$ cat config.mk
export PLATFORM = sky130hd
export DESIGN_NAME = cr_ahbl_fair_arb
export DESIGN_NICKNAME = d
export VERILOG_FILES = /design/src/rtl/cr_ahbl_pkg.sv /design/src/rtl/cr_ahbl_starve_cnt.sv /design/src/rtl/cr_ahbl_fair_arb.sv
export SDC_FILE = /design/constraint.sdc
export NUM_CORES = 1
export LEC_CHECK = 0
export CAP_MARGIN = 20
export CELL_PAD_IN_SITES_DETAIL_PLACEMENT = 1
export CELL_PAD_IN_SITES_GLOBAL_PLACEMENT = 2
export CORE_AREA = 2 2 132 166
export DETAILED_ROUTE_END_ITERATION = 6
export DIE_AREA = 0 0 134 168
export PLACE_DENSITY = 0.77
export REMOVE_ABC_BUFFERS = 1
export SLEW_MARGIN = 10
export SYNTH_ARGS = -nofsm -noshare
export SYNTH_HDL_FRONTEND = slang
export SYNTH_HIERARCHICAL = 1
export SYNTH_SLANG_ARGS = --single-unit
$ cat constraint.sdc
create_clock -name forever_cpuclk -period 2.4 [get_ports forever_cpuclk]
set_clock_uncertainty 0.15 [all_clocks]
set_input_delay 0.48 -clock forever_cpuclk [delete_from_list [all_inputs] [get_ports forever_cpuclk]]
set_output_delay 0.48 -clock forever_cpuclk [all_outputs]
set_load 0.02 [all_outputs]
$ cat src/rtl/cr_ahbl_pkg.sv
// cr_ahbl_pkg: shared FSM encoding and AHB-Lite constants for the fair arbiter
package cr_ahbl_pkg;
  typedef enum logic [1:0] {ST_IDLE = 2'd0, ST_DATA = 2'd1, ST_ERR = 2'd2} state_t;
  localparam logic [1:0] HTRANS_IDLE   = 2'b00;
  localparam logic [1:0] HTRANS_NONSEQ = 2'b10;
  localparam logic [2:0] HBURST_SINGLE = 3'b000;
endpackage

$ cat src/rtl/cr_ahbl_starve_cnt.sv
// cr_ahbl_starve_cnt: counts dbus grants taken while ibus waits, saturating at LIMIT
// Ports: clk/rst (async active-high), ibus_req, ibus_grnt, dbus_grnt in; hit out (count == LIMIT).
module cr_ahbl_starve_cnt #(
  parameter int LIMIT = 4
) (
  input  logic clk,
  input  logic rst,
  input  logic ibus_req,
  input  logic ibus_grnt,
  input  logic dbus_grnt,
  output logic hit
);
  localparam logic [3:0] LIM = 4'(LIMIT);
  logic [3:0] cnt;
  always_ff @(posedge clk or posedge rst)
    if (rst) cnt <= '0;
    else if (ibus_grnt) cnt <= '0;
    else if (dbus_grnt && ibus_req && cnt != LIM) cnt <= cnt + 4'd1;
  assign hit = cnt == LIM;
endmodule

$ cat src/rtl/cr_ahbl_fair_arb.sv
// cr_ahbl_fair_arb: two-requester AHB-Lite master arbiter, one transfer outstanding
// Ports: forever_cpuclk/cpurst (async active-high); ibus_*/dbus_* requester side with
// grnt/data_vld/acc_err/trans_cmplt pulses and shared arb_rdata; h* AHB-Lite master bus;
// arb_idle high when idle with no request.
// Macro CR_AHBL_ARB_STARVE_EN: ibus gets the bus after STARVE_LIMIT dbus grants while
// it waits; without it dbus has strict priority and STARVE_LIMIT is unused.
module cr_ahbl_fair_arb
  import cr_ahbl_pkg::*;
#(
  parameter int STARVE_LIMIT = 4
) (
  input  logic        forever_cpuclk,
  input  logic        cpurst,
  input  logic        ibus_req,
  input  logic [31:0] ibus_addr,
  input  logic [1:0]  ibus_size,
  input  logic [3:0]  ibus_prot,
  input  logic        dbus_req,
  input  logic [31:0] dbus_addr,
  input  logic [1:0]  dbus_size,
  input  logic [3:0]  dbus_prot,
  input  logic        dbus_write,
  input  logic [31:0] dbus_wdata,
  output logic        ibus_grnt,
  output logic        dbus_grnt,
  output logic        ibus_data_vld,
  output logic        dbus_data_vld,
  output logic        ibus_acc_err,
  output logic        dbus_acc_err,
  output logic        ibus_trans_cmplt,
  output logic        dbus_trans_cmplt,
  output logic [31:0] arb_rdata,
  output logic [31:0] haddr,
  output logic [1:0]  htrans,
  output logic        hwrite,
  output logic [2:0]  hsize,
  output logic [2:0]  hburst,
  output logic [3:0]  hprot,
  output logic [31:0] hwdata,
  input  logic [31:0] hrdata,
  input  logic        hready,
  input  logic        hresp,
  output logic        arb_idle
);
  if (STARVE_LIMIT < 1 || STARVE_LIMIT > 15) begin : g_bad_limit
    $error("STARVE_LIMIT must be 1..15");
  end
  state_t      state, state_nxt;
  logic        owner_i;
  logic [31:0] wdata_q;
  logic        starve_hit, sel_i, addr_ph, grant, done_ok, done_err;
`ifdef CR_AHBL_ARB_STARVE_EN
  cr_ahbl_starve_cnt #(.LIMIT(STARVE_LIMIT)) u_starve (
    .clk       (forever_cpuclk),
    .rst       (cpurst),
    .ibus_req  (ibus_req),
    .ibus_grnt (ibus_grnt),
    .dbus_grnt (dbus_grnt),
    .hit       (starve_hit)
  );
`else
  assign starve_hit = 1'b0;
`endif
  assign sel_i   = ibus_req & (~dbus_req | starve_hit);
  // Gated by cpurst so no grant or address phase leaks out while reset is held.
  assign addr_ph = state == ST_IDLE && (ibus_req || dbus_req) && !cpurst;
  assign grant   = addr_ph & hready;
  always_ff @(posedge forever_cpuclk or posedge cpurst)
    if (cpurst) begin
      state   <= ST_IDLE;
      owner_i <= 1'b0;
      wdata_q <= '0;
    end else begin
      state <= state_nxt;
      if (grant) begin
        owner_i <= sel_i;
        wdata_q <= dbus_wdata;
      end
    end
  // An error seen with hready already high completes at once rather than stalling in ERR.
  always_comb begin
    done_ok   = !cpurst && state == ST_DATA && hready && !hresp;
    done_err  = !cpurst && hready && (state == ST_ERR || (state == ST_DATA && hresp));
    state_nxt = grant ? ST_DATA :
                (done_ok || done_err) ? ST_IDLE :
                (state == ST_DATA && hresp) ? ST_ERR : state;
  end
  assign ibus_grnt        = grant & sel_i;
  assign dbus_grnt        = grant & ~sel_i;
  assign ibus_data_vld    = done_ok & owner_i;
  assign dbus_data_vld    = done_ok & ~owner_i;
  assign ibus_acc_err     = done_err & owner_i;
  assign dbus_acc_err     = done_err & ~owner_i;
  assign ibus_trans_cmplt = (done_ok | done_err) & owner_i;
  assign dbus_trans_cmplt = (done_ok | done_err) & ~owner_i;
  assign arb_rdata        = done_ok ? hrdata : '0;
  assign htrans           = addr_ph ? HTRANS_NONSEQ : HTRANS_IDLE;
  assign haddr            = addr_ph ? (sel_i ? ibus_addr : dbus_addr) : '0;
  assign hwrite           = addr_ph & ~sel_i & dbus_write;
  assign hsize            = addr_ph ? {1'b0, sel_i ? ibus_size : dbus_size} : '0;
  assign hprot            = addr_ph ? (sel_i ? ibus_prot : dbus_prot) : '0;
  assign hburst           = HBURST_SINGLE;
  assign hwdata           = state != ST_IDLE ? wdata_q : '0;
  assign arb_idle         = state == ST_IDLE && !ibus_req && !dbus_req;
endmodule
### Word level (Yosys, flattened, before mapping)

Index checks and enable logic that the tools add are counted.

| cells by class | value |
|---|---|
| equality and inequality tests | 2 |
| muxes and demuxes | 12 |
| bitwise gates (word level) | 16 |
| reduce and logical (&&, ||, !) cells | 20 |

Operators by type and width:

| kind | number |
|---|---|
| 32-bit two-way mux | 4 |
| 1-bit AND | 12 |
| 2-bit two-way mux | 6 |
| 1-bit logical AND | 10 |
| 4-bit two-way mux | 2 |
| 1-bit logical NOT | 4 |
| 1-bit logical OR | 3 |
| 1-bit inverter | 3 |
| 3-bit nonzero test | 1 |
| 2-bit by 1-bit == test with 1-bit output (second input constant) | 1 |
| 2-bit == test (second input constant) | 1 |
| 2-bit logical NOT | 1 |
| 2-bit nonzero test | 1 |
| 1-bit OR | 1 |

| storage, ports and cells | value |
|---|---|
| flip-flop bits (word level) | 35 |
| input port bits | 147 |
| word-level logic and storage cells | 53 |

### Depth between registers and ports, before layout

Gate-level depths: netlist (run 1).

| logic depth | value |
|---|---|
| depth after elaboration | 7 |
| depth in mapped cells | 7 |
| mapped depth without buffers | 3 |

### Worst setup path after synthesis (run 1)

OpenSTA, ideal clock, no wires.

| timing | value |
|---|---|
| kind | input to output |
| from | input port cpurst |
| to | output port ibus_grnt |
| data arrival time | 2.149 ns |
| required time | 1.770 ns |
| slack | -0.379 ns |
| stages | 4 |
| buffers on the path | 1 |
| cells stage by stage | inv_1 -> o2111ai_4 -> buf_2 -> nor2_1 |

| on the way | value |
|---|---|
| cells in the longest elaborated chain, start to end | 4 |

Ends and longest elaborated chain:

| item | RTL line | text |
|---|---|---|
| start, declared | cr_ahbl_fair_arb.sv:13 | `input logic cpurst,` |
| 1-bit logical NOT | cr_ahbl_fair_arb.sv:66 | `assign addr_ph = state == ST_IDLE && (ibus_req \|\| dbus_req) && !cpurst;` |
| 1-bit logical AND | cr_ahbl_fair_arb.sv:66 |  |
| 1-bit AND | cr_ahbl_fair_arb.sv:67 | `assign grant = addr_ph & hready;` |
| 1-bit AND | cr_ahbl_fair_arb.sv:88 | `assign ibus_grnt = grant & sel_i;` |
| end, declared | cr_ahbl_fair_arb.sv:24 | `output logic ibus_grnt,` |

Every way passes these cells.

### Final worst setup path (run 1)

| timing | value |
|---|---|
| from | input port cpurst |
| to | output port arb_rdata[7] |

| on the way | value |
|---|---|
| cells in the longest elaborated chain, start to end | 5 |

Ends and longest elaborated chain:

| item | RTL line | text |
|---|---|---|
| 1-bit logical NOT | cr_ahbl_fair_arb.sv:82 | `done_ok = !cpurst && state == ST_DATA && hready && !hresp;` |
| 1-bit logical AND (3 in series) | cr_ahbl_fair_arb.sv:82 |  |
| 32-bit two-way mux | cr_ahbl_fair_arb.sv:96 | `assign arb_rdata = done_ok ? hrdata : '0;` |
| end, declared | cr_ahbl_fair_arb.sv:32 | `output logic [31:0] arb_rdata,` |

Every way passes these cells.

==> results of run 1 <==
area by class of cell:
cell class / count / area, um2 / share of cell area [%]
clock buffers: 5 / 125 / 2.19
diodes: 1 / 2.50 / 0.0438
well taps: 279 / 349 / 6.12
inverters: 4 / 15.0 / 0.263
repair buffers: 291 / 2710 / 47.4
clock inverters: 3 / 20.0 / 0.351
multi-input cells: 245 / 1610 / 28.3
flip-flops and latches: 35 / 877 / 15.4
metal layers:
metal / GRT usage (%) / vias up
met5: 0 / -
met4: 2.54 / 0
met3: 4.03 / 9
met2: 20.9 / 163
met1: 12.7 / 1504
li1: - / 1530
worst max-delay path by stage:
stage / from / endpoint / slack [ns] / cells after the start
floorplan: cpurst / ibus_grnt / -0.65 / 3
global placement: dbus_req / haddr[12] / -0.67 / 7
detailed placement: dbus_req / haddr[12] / -0.70 / 7
CTS: cpurst / hwrite / 0.001 / 6
global route: state[0] / hprot[2] / 0.009 / 6
finish: cpurst / arb_rdata[7] / 0.08 / 7
timing repair:
item,4_1_cts,5_1_grt
pin swaps,3,1
gates resized for setup,333,91
cloned,6,0
endpoints found under the hold margin,0,0
endpoints found under the setup margin,113,75
buffers inserted,9,0
cell families (layout without fill, tap and decap cells):
group / Yosys count / in the layout / share of synthesized area (%)
flops: 35 / 35 / 35.5
compound gates: 45 / 45 / 9.99
simple gates: 162 / 162 / 33.0
buf+inv: 32 / 303 / 6.29
mux: 33 / 33 / 15.1
other cells: 1 / 6 / 0.152
state kept, by name, indices dropped and copies added, names as in the netlist:
name	flops
owner_i	1
state	2
wdata_q	32
stage by stage:
step                power, mW  setup slack, ns  cell area (um2)  utilization (%)  hold slack, ns
floorplan                2.33           -0.649             2340                -           0.306
global placement         3.83           -0.673             5500             26.1           0.315
detailed placement       3.86           -0.697             5500             26.1           0.324
CTS                      4.46          0.00135             5830             27.6           0.338
global route             4.66          0.00950             5710             27.1           0.354
finish                   4.35           0.0754             5710             27.1           0.332
layout by cell type, fill, tap and decap left out, types with 5 or more instances in the layout:
| master | count |
|---|---|
| buf_6 | 5 |
| nand2_1 | 77 |
| mux2_2 | 5 |
| buf_2 | 41 |
| buf_12 | 9 |
| clkbuf_16 | 5 |
| dlygate4sd2_1 | 40 |
| conb_1 | 5 |
| nor2b_1 | 34 |
| dfrtp_1 | 34 |
| a21oi_2 | 21 |
| clkdlybuf4s50_1 | 141 |
| a21oi_1 | 18 |
| buf_4 | 46 |
| mux2_1 | 28 |
| and2_1 | 33 |
power by group through the flow:
stage | clock network (mW) | logic, mW | registers, mW
finish | 0.653 | 2.65 | 1.04
global route | 0.714 | 2.87 | 1.08
CTS | 0.687 | 2.73 | 1.04
detailed placement | 0 | 2.81 | 1.05
global placement | 0 | 2.80 | 1.03
floorplan | 0 | 1.32 | 1.01
critical path, cell delays in order:
cell and delay (ns):
dlygate4sd2_1 0.28, nand2b_4 0.17, nor3_4 0.15, buf_12 0.15
buf_12 0.13, and2_1 0.15, buf_2 0.17
==> results.toml, run 1 <==
[clock_tree]
ctsHoldBuffers = 0
cts_buffer_depth = 2
clkTransAtPathRegs_ns = 0.06
insertion_delay_ns = 0.28
cts_buffers = 5
cts_tree = "built"
h-tree-depth = 2
clockRootBuffer = "clkbuf_16"
clock_sinks = 35

[floorplanning]
rows = 60
dieArea_um2 = 22500
start_util_pct = 11.7
die_y_um = 168
io_pins = 265
die_w_um = 134
core_area_um2 = 21100

[power]
switching_share_pct = 42.5
seqPwrFrac_pct = 23.9
clkPwrFrac_pct = 15.0
power.density_nw_per_um2 = 761
combPwrFrac_pct = 61.1
leakage_nw = 2.60
power.switching_mw = 1.85
p_int_mw = 2.50
ir_worst_vdd_uv = 590

[critical_path]
end_kind = "output port"
critPathKind = "in2out"
arrival_ns = 1.69
timing.rr.start = "state[1]"
path_max_fanout = 17
critPathLaunchType = "primary input"
worst_r2r_path_depth = 5
cp.required_ns = 1.77
timing.rr.end = "wdata_q[6]"
reg2reg_slack_ns = 0.57

[min_path]
hold_class = "reg2reg"
min_to = "wdata_q[22]"
hold_start = "wdata_q[22]"
hold_depth = 1

[logic_synthesis]
syn_area_per_cell_um2 = 8.01
synth_top_area_cell = "dfrtp_1"
ys_warn_count = 6
synth.top_cell.area_share_pct = 35.5
synthMostInstantiatedCell = "nand2_1"
synth_edf_count = 0
ys.flop_type = "dfrtp_1"
synth_area_um2 = 2470
netlist_instances = 308
synth_area_leaders = "dfrtp_1, mux2_1, nand2_1, nor2b_1, and2_1"
postSynth.asyncResetShare_pct = 100
ys_ff_latch = 35
seq_area_frac_synth_pct = 35.5
synthTopCellsByCount = "nand2_1, a21oi_1, dfrtp_1, nor2b_1, and2_1"
synth_cell_types = 23

[global_routing]
gr-total-overflow = 0
grt_use_total_pct = 11.5
grt_max_degree = 40
antenna_found_initial = 1
grt_pass1_wl_um = 20100
grt_pass1_vias = 3464

[finish]
area_growth_pct = 131
layout.nets = 729
drive_gt1_share_pct = 26.8
fin_cells = 863
n_fill_cell = 2473

[drt]
highest_layer = "met4"
wl_met1_um = 5140
wl_met3_um = 1340
viasPerCell = 3.71
firstDrtPassIters = 3
wl_per_cell_um = 15.5
route.met2.wl_um = 6790
antenna_left = 0
vias = 3206
routed_wl_um = 13400
drc = 0
drt_iter0_markers = 66

[sta]
post-route-min-period_ns = 2.32
setup_tns_ns = 0
setup_viol = 0
rsz0062_at_grt = "false"
finalHoldViolations = 0
period_share_pct = 96.9
fmax_mhz = 430
slew_viol_final = 0

[placed_design]
place_inst = 842
dp_hpwl_um = 9490
io_buffers = 259
routabilityCongestion = 0.730

[outcome]
status = "finished clean"

[job]
max_cap_violations = 0
Power figures use the tool's default switching activity.
==> inputs of run 2 (changes only) <==
- CORE_AREA: 2 2 132 166 -> 5 5 135 169
- DIE_AREA: 0 0 134 168 -> 0 0 140 174
==> run 2 against run 1 <==
Compared with the run above: combinational power grew 7%; non-clock buffer count increased by 6; sequential share of layout area down 0.090 points; critical path depth grew 2; total power grew 3.9%; first-iteration DRC count increased by 36%; worst setup slack got worse by 0.025 ns; critical endpoint is now haddr[26]; flip-flop and latch count unchanged.
==> results.toml, run 2 (synthesis gave the netlist of run 1 again) <==
[outcome]
status = "finished clean"

[finish]
num_antenna_cells = 0
utilization_pct = 27.1
layout.nets = 735
reg.largest.list = "wdata_q (32), state (2), owner_i (1)"
mostFrequentLayoutCell = "clkdlybuf4s50_1"
fin_cells = 868
largest_register_ffs = 32
fin_area_um2 = 5740
drive_gt1_share_pct = 23.3
area_growth_pct = 133
top_register = "wdata_q"
layout_common_cells = "clkdlybuf4s50_1, nand2_1, buf_4"

[placed_design]
io_buffers = 259
placed_cell_area_um2 = 5510
dp_slack_ns = -0.658
routabilityCongestion = 0.782
place_inst = 842
dp_hpwl_um = 10200

[critical_path]
cp.required_ns = 1.77
end_kind = "output port"
path_max_fanout = 9
slowest_stage = "dlygate4sd2_1"
critPathKind = "in2out"
critPathLaunchType = "primary input"
worst_r2r_path_depth = 8
path_cells = "dlygate4sd2_1 -> buf_6 -> nor2b_4 -> buf_4 -> buf_12 -> buf_16 -> nand2_1 -> a21oi_2 -> buf_6"
reg2reg_slack_ns = 0.28
timing.rr.end = "wdata_q[12]"
critical-path-max-stage-delay_ns = 0.26
timing.rr.start = "state[1]"
arrival_ns = 1.72
crit_path_end = "haddr[26]"
path_common_cell = "buf_6"
startpoint = "dbus_req"

[clock_tree]
insertion_delay_ns = 0.28
clockRootBuffer = "clkbuf_16"
h-tree-depth = 2
cts_buffer_depth = 2
clock_sinks = 35
cts_tree = "built"
clkTransAtPathRegs_ns = 0.06
cts_buffers = 5

[drt]
firstDrtPassIters = 4
routed_wl_um = 14400
wl_per_cell_um = 16.6
antenna_left = 0
drt_iter0_markers = 90
vias = 3201
viasPerCell = 3.69
drc = 0

[floorplanning]
rows = 60
start_util_pct = 11.7
dieArea_um2 = 24400
die_w_um = 140
core_area_um2 = 21200
io_pins = 265
die_y_um = 174

[global_routing]
grt_max_degree = 40
grt_use_total_pct = 10.6
gr-total-overflow = 0
grt_pass1_vias = 3423
antenna_found_initial = 0
grt_pass1_wl_um = 20600

[power]
leakage_nw = 2.66
seqPwrFrac_pct = 23.1
power.density_nw_per_um2 = 787
switching_share_pct = 41.3
ir_worst_vdd_uv = 562
finalPower_mw = 4.52
clkPwrFrac_pct = 14.3
p_int_mw = 2.65
combPwrFrac_pct = 62.6
power.switching_mw = 1.87

[sta]
finalHoldViolations = 0
worst_slew_pin_slew_ns = 0.502
hold-worst-slack_ns = 0.330
max_slew_margin_pct = 66.5
fmax_mhz = 426
post-route-min-period_ns = 2.35
setup_tns_ns = 0
setup_viol = 0
slew_viol_final = 0
setup_ws_ns = 0.0508
period_share_pct = 97.9
rsz0062_at_grt = "true"

[job]
max_cap_violations = 0

[min_path]
hold_class = "reg2reg"
run 2: changes by cell type in the layout (fill, tap and decap cells not counted), sizes merged:
cell / before / now
diode: 1 / 0
clkbuf: 7 / 21
buf: 104 / 93
clkdlybuf4s15: 3 / 1
dlygate4sd1: 0 / 1
dlygate4sd2: 40 / 44
run 2: worst min-delay path by stage:
stage,cells after the start,start,to
floorplan,1,wdata_q[0],wdata_q[0]
global placement,1,wdata_q[12],wdata_q[12]
detailed placement,1,wdata_q[6],wdata_q[6]
CTS,1,wdata_q[6],wdata_q[6]
global route,1,wdata_q[14],wdata_q[14]
finish,1,wdata_q[6],wdata_q[6]
run 2: layout make-up:
cell class,count,area (um2)
Inverter,4,15.0
Sequential cell,35,877
Clock buffer,5,125
Multi-Input combinational cell,245,1530
Clock inverter,3,20.0
Fill cell,2514,15400
Timing Repair Buffer,297,2830
Tap cell,279,349
run 2: timing repair:
item,4_1_cts,5_1_grt
cloned,4,4
endpoints found under the hold margin,0,0
hold buffers,0,0
gates resized for setup,320,62
buffers inserted,7,4
setup endpoints to repair,113,62
pin swaps,3,5
run 2: critical path, delay by kind of cell:
family                 cells  cell delay [ns]
buffers and inverters      6             0.90
AND/OR/NAND/NOR            2             0.20
AO/OA/AOI/OAI              1             0.16
run 2: power groups by stage:
stage	clock [mW]	sequential (mW)	combinational (mW)
after floorplan	0	1.01	1.32
after global placement	0	1.03	2.81
after detailed placement	0	1.04	2.83
after CTS	0.683	1.05	2.64
after global routing	0.704	1.09	3.08
final	0.646	1.04	2.83
run 2: routing by layer:
layer / wire (um) / global-route usage (%) / up-vias
met1: 5350 / 11.3 / 1493
met3: 1320 / 4.27 / 10
li1: - / - / 1543
met5: 0 / 0 / -
met4: 112 / 1.86 / 0
met2: 7590 / 19.9 / 155
